## src/rtl/cdb_arbiter.sv

```systemverilog
// cdb_arbiter: common data bus arbiter, consumer end of the exu2cdb handshake.
// Collects completed results from NUM_EXU execution units and grants one per
// cycle. The winner is broadcast on the CDB as a registered one-cycle pulse.
//
// Configuration macro: CDB_FIXED_PRIO_EN
//   undefined (default): round-robin arbitration starting at rr_ptr.
//   defined            : fixed priority, lowest index wins; no rr_ptr register.
//
// Ports:
//   clk        core clock
//   rst        asynchronous active-high reset
//   flush      pipeline flush; suppresses the grant this cycle
//   exu_req    per-unit result valid
//   exu_rdy    per-unit grant, combinational, one-hot or zero
//   exu_tag    per-unit tag, unit i at [i*TAG_W +: TAG_W]
//   exu_wdata  per-unit result, unit i at [i*32 +: 32]
//   cdb_vld    broadcast valid (registered)
//   cdb_tag    broadcast tag (registered)
//   cdb_wdata  broadcast data (registered)
module cdb_arbiter #(
  parameter int unsigned NUM_EXU = 4,
  parameter int unsigned TAG_W   = 4
) (
  input  logic                     clk,
  input  logic                     rst,
  input  logic                     flush,
  input  logic [NUM_EXU-1:0]       exu_req,
  output logic [NUM_EXU-1:0]       exu_rdy,
  input  logic [NUM_EXU*TAG_W-1:0] exu_tag,
  input  logic [NUM_EXU*32-1:0]    exu_wdata,
  output logic                     cdb_vld,
  output logic [TAG_W-1:0]         cdb_tag,
  output logic [31:0]              cdb_wdata
);

  localparam int unsigned PtrW = $clog2(NUM_EXU);

  logic             gnt_vld;
  logic [PtrW-1:0]  gnt_idx;
  logic [PtrW-1:0]  cand;
  logic             cdb_vld_d, cdb_vld_q;
  logic [TAG_W-1:0] cdb_tag_d, cdb_tag_q;
  logic [31:0]      cdb_wdata_d, cdb_wdata_q;

`ifndef CDB_FIXED_PRIO_EN
  logic [PtrW-1:0]  rr_ptr_d, rr_ptr_q;
  logic [PtrW:0]    sum;
`endif

  // Grant search. Reset and flush both force a zero grant.
  always_comb begin
    gnt_vld = 1'b0;
    gnt_idx = '0;
    cand    = '0;
`ifndef CDB_FIXED_PRIO_EN
    sum     = '0;
`endif
    if (!rst && !flush) begin
      for (int unsigned off = 0; off < NUM_EXU; off++) begin
`ifndef CDB_FIXED_PRIO_EN
        // One extra bit so non-power-of-2 NUM_EXU wraps without overflow.
        sum = {1'b0, rr_ptr_q} + (PtrW+1)'(off);
        if (sum >= (PtrW+1)'(NUM_EXU)) begin
          sum = sum - (PtrW+1)'(NUM_EXU);
        end
        cand = sum[PtrW-1:0];
`else
        cand = PtrW'(off);
`endif
        if (!gnt_vld && exu_req[cand]) begin
          gnt_vld = 1'b1;
          gnt_idx = cand;
        end
      end
    end
  end

  always_comb begin
    exu_rdy     = '0;
    cdb_vld_d   = gnt_vld;
    cdb_tag_d   = '0;
    cdb_wdata_d = '0;
    for (int unsigned i = 0; i < NUM_EXU; i++) begin
      if (gnt_vld && gnt_idx == PtrW'(i)) begin
        exu_rdy[i]  = 1'b1;
        cdb_tag_d   = exu_tag[i*TAG_W +: TAG_W];
        cdb_wdata_d = exu_wdata[i*32 +: 32];
      end
    end
  end

`ifndef CDB_FIXED_PRIO_EN
  always_comb begin
    rr_ptr_d = rr_ptr_q;
    if (gnt_vld) begin
      rr_ptr_d = (gnt_idx == PtrW'(NUM_EXU - 1)) ? '0 : gnt_idx + 1'b1;
    end
  end

  always_ff @(posedge clk or posedge rst) begin
    if (rst) begin
      rr_ptr_q <= '0;
    end else begin
      rr_ptr_q <= rr_ptr_d;
    end
  end
`endif

  // Non-granting cycles load zeros, so the bus is cleared rather than held.
  always_ff @(posedge clk or posedge rst) begin
    if (rst) begin
      cdb_vld_q   <= 1'b0;
      cdb_tag_q   <= '0;
      cdb_wdata_q <= '0;
    end else begin
      cdb_vld_q   <= cdb_vld_d;
      cdb_tag_q   <= cdb_tag_d;
      cdb_wdata_q <= cdb_wdata_d;
    end
  end

  assign cdb_vld   = cdb_vld_q;
  assign cdb_tag   = cdb_tag_q;
  assign cdb_wdata = cdb_wdata_q;

`ifndef SYNTHESIS
  always @(posedge clk) begin
    if (!rst) begin
      assert ($onehot0(exu_rdy)) else $error("exu_rdy not onehot0");
      assert ((exu_rdy & ~exu_req) == '0) else $error("exu_rdy without exu_req");
      if (cdb_vld) begin
        assert (!$isunknown({cdb_tag, cdb_wdata})) else $error("X on cdb outputs");
      end
    end
  end
`endif

endmodule

```

## config.mk

```make
export PLATFORM = sky130hd
export DESIGN_NAME = cdb_arbiter
export DESIGN_NICKNAME = d
export VERILOG_FILES = /design/src/rtl/cdb_arbiter.sv
export SDC_FILE = /design/constraint.sdc
export NUM_CORES = 1
export LEC_CHECK = 0
export CORE_ASPECT_RATIO = 0.7
export CORE_MARGIN = 3
export CORE_UTILIZATION = 38
export DETAILED_ROUTE_END_ITERATION = 6
export PLACE_DENSITY = 0.87
export SYNTH_ARGS = -nofsm -noshare
export SYNTH_HDL_FRONTEND = slang
export SYNTH_SLANG_ARGS = --single-unit
```

## constraint.sdc

```tcl
create_clock -name clk -period 6.9 [get_ports clk]
set_input_delay 2.07 -clock clk [delete_from_list [all_inputs] [get_ports clk]]
set_output_delay 2.07 -clock clk [all_outputs]
set_load 0.01 [all_outputs]
```

==> results.ini <==
[global_routing]
met1_usage = 0.2654
grtUsageMet2 = 0.3976
grt_first_pass_wirelength_um = 14950
met3_usage = 0.07282
overflow = 0
track_usage = 0.2256
grt_pass1_vias = 3040
grt_antenna_before_repair = 0
grt_busiest_layer = met2
grt_max_degree = 73

[critical_path]
crit_fanout = 4
ff2ff_setup_slack_ps = 4070
required_ps = 4830
criticalPathCategory = input port to output pin
setup.worst_path.end_class = output pin
worstPathArrival_ps = 4400
start_kind = input port

[synth]
syn_area_um2 = 2704
yosys_register_bits = 39
synth.distinct_cells = 30
syn-num-nets = 481
synth_seq_area_share = 0.3609
syn_avg_cell_area_um2 = 8.294
synthCells = 326
ys_warn_count = 0

[clock_tree]
clk_latency_ps = 280
cts_made_buffers = 5
post_cts_buffers = 0
cts_tree = built
clock_path_buffers = 2
cts_hold_buf = 0
cts-root-buf = clkbuf_8
cts.htree.levels = 2
cts.sinks = 39
cts-resized-gates = 0
clk_pin_slew_ps = 70

[detailed_routing]
via_count = 3157
wirelength_um = 9750
drtAntennaViolNets = 0
wl_per_cell_um = 16.47
drc_errors = 0
vias_per_cell = 5.333
drt_iter0_markers = 156
dr.pass1.iters = 4

[pwr]
ir_drop_uv = 90.92
power.leakage_nw = 1.963
p_total_mw = 0.7390
power_density_nw_per_um2 = 156.2

[run_status]
status = completed

[sta]
finalHoldViolCount = 0
relSlewSlack = 0.5244
min_period_ps = 6472
rsz0062_at_grt = no
finalMaxSlewViolations = 0
finalSetupViolations = 0
fin_worst_skew_ps = 3.503
fmax_mhz = 154.5
period_share = 0.9380
worstMarginPinSlew_ps = 713.5
finalSetupTns_ps = 0
hold_slack_ps = 733.8

[flow_run]
maxCapViolCount = 0

[floorplan]
fp.dieW_um = 106.8
io-pin-count = 192
rows = 25
fp.coreArea_um2 = 6819
start_util = 0.3965
die_area_um2 = 8180
die_h_um = 76.58

[final_layout]
n_antenna_cell = 0
area_growth_pct = 74.97
drive_gt1_frac = 0.04618
fill_cells = 561
finalNetCount = 652

[hold_path]
hold_class = flop to flop

[placement]
gp_congestion = 0.8531
hpwlAfterDp_um = 7090
port_buffers = 191

## metrics by stage
stage,setup slack [ps],utilization,cells,area (µm²)
6_report,428.0,0.6938,592,4731
5_1_grt,285.6,0.6938,592,4731
4_1_cts,423.4,0.6938,592,4731
3_5_place_dp,429.1,0.6765,584,4613
3_3_place_gp,549.5,0.6765,584,4613
2_1_floorplan,1086,-,326,2704
## critical path, cell delays in order
cell             delay, ps
clkdlybuf4s50_1        450
nor2_1                 330
nand2b_4                90
nor4_1                 500
ha_2                   280
and2_1                 130
clkdlybuf4s50_1        540
## cell usage in the layout (no fill, tap or decap), types with 2 or more instances in the layout
cell type,n
clkdlybuf4s50_1,191
nand2_1,37
a221o_1,36
buf_4,6
dfrtp_1,39
a21oi_1,74
nand2b_1,2
nor2_1,3
clkbuf_8,6
and2_1,4
inv_1,39
and4bb_2,2
ha_2,3
nand3b_1,37
## final cells by class
class	count	area, µm²	area share
Clock buffer	6	82.58	0.01746
Timing Repair Buffer	197	1957	0.4136
Inverter	41	153.9	0.03253
Clock inverter	2	35.03	0.007405
Multi-Input combinational cell	213	1409	0.2978
Sequential cell	39	975.9	0.2063
Tap cell	94	117.6	0.02486
## cell families (layout without fill, tap and decap cells)
| kind of cell | count (synthesis) | in the layout | share of synthesized area |
|---|---|---|---|
| DFF | 39 | 39 | 0.3609 |
| AOI/OAI and AO/OA | 117 | 117 | 0.2915 |
| adders and majority gates | 4 | 4 | 0.01851 |
| and+or+nand+nor | 90 | 90 | 0.1990 |
| muxes | 2 | 2 | 0.009253 |
| buffers and inverters | 74 | 246 | 0.1208 |
## flip-flops by register name, summed over array words and instances, names as in the netlist
signal and cells:
cdb_wdata 32, cdb_tag 4, rr_ptr_q 2, cdb_vld 1
## synthesized netlist by cell type
| cell type | n | area share |
|---|---|---|
| and2_1 | 4 | 0.0093 |
| mux2i_1 | 1 | 0.0037 |
| nor4_1 | 1 | 0.0023 |
| o211a_1 | 1 | 0.0037 |
| clkbuf_1 | 13 | 0.018 |
| mux2_4 | 1 | 0.0056 |
| o21bai_1 | 1 | 0.0028 |
| nand2_1 | 37 | 0.051 |
| a221o_1 | 36 | 0.13 |
| nand2b_1 | 2 | 0.0046 |
| inv_2 | 1 | 0.0014 |
| nor4_2 | 1 | 0.0046 |
| o21ai_0 | 1 | 0.0018 |
| or4_1 | 1 | 0.0028 |
| buf_6 | 3 | 0.012 |
| nand2b_4 | 1 | 0.0051 |
| o41a_1 | 1 | 0.0042 |
| o31ai_1 | 1 | 0.0028 |
| dfrtp_1 | 39 | 0.36 |
| a21oi_1 | 74 | 0.14 |
| nor2_1 | 3 | 0.0042 |
| buf_4 | 2 | 0.0056 |
| nor3b_1 | 1 | 0.0028 |
| and4bb_2 | 2 | 0.0093 |
| buf_2 | 15 | 0.028 |
| a221oi_1 | 1 | 0.0032 |
| inv_1 | 40 | 0.056 |
| o211ai_1 | 1 | 0.0028 |
| nand3b_1 | 37 | 0.10 |
| ha_1 | 4 | 0.019 |
## per-layer routing
layer,share of wire,routed length [µm]
met1,0.40,3899
met5,0,0
met2,0.50,4830
met4,0.015,143
met3,0.090,876
## power breakdown
| part | leakage [nW] | switching (mW) | internal, mW |
|---|---|---|---|
| Sequential | 0.526 | 0.0100 | 0.246 |
| Combinational | 1.38 | 0.113 | 0.174 |
| Clock | 0.0612 | 0.0789 | 0.117 |
| Total | 1.96 | 0.202 | 0.537 |
## final timing paths
| check | startpoint | to | cells after the start |
|---|---|---|---|
| hold / removal | rr_ptr_q[1] | rr_ptr_q[1] | 1 |
| hold reg to reg | rr_ptr_q[1] | rr_ptr_q[1] | 1 |
| setup / recovery | rst | exu_rdy[3] | 7 |
| max in group asynchronous | rst | cdb_tag[1] | 3 |
| min in group asynchronous | rst | cdb_wdata[4] | 3 |
| setup reg to reg | rr_ptr_q[1] | cdb_wdata[11] | 8 |
(Power assumes the default switching activity.)
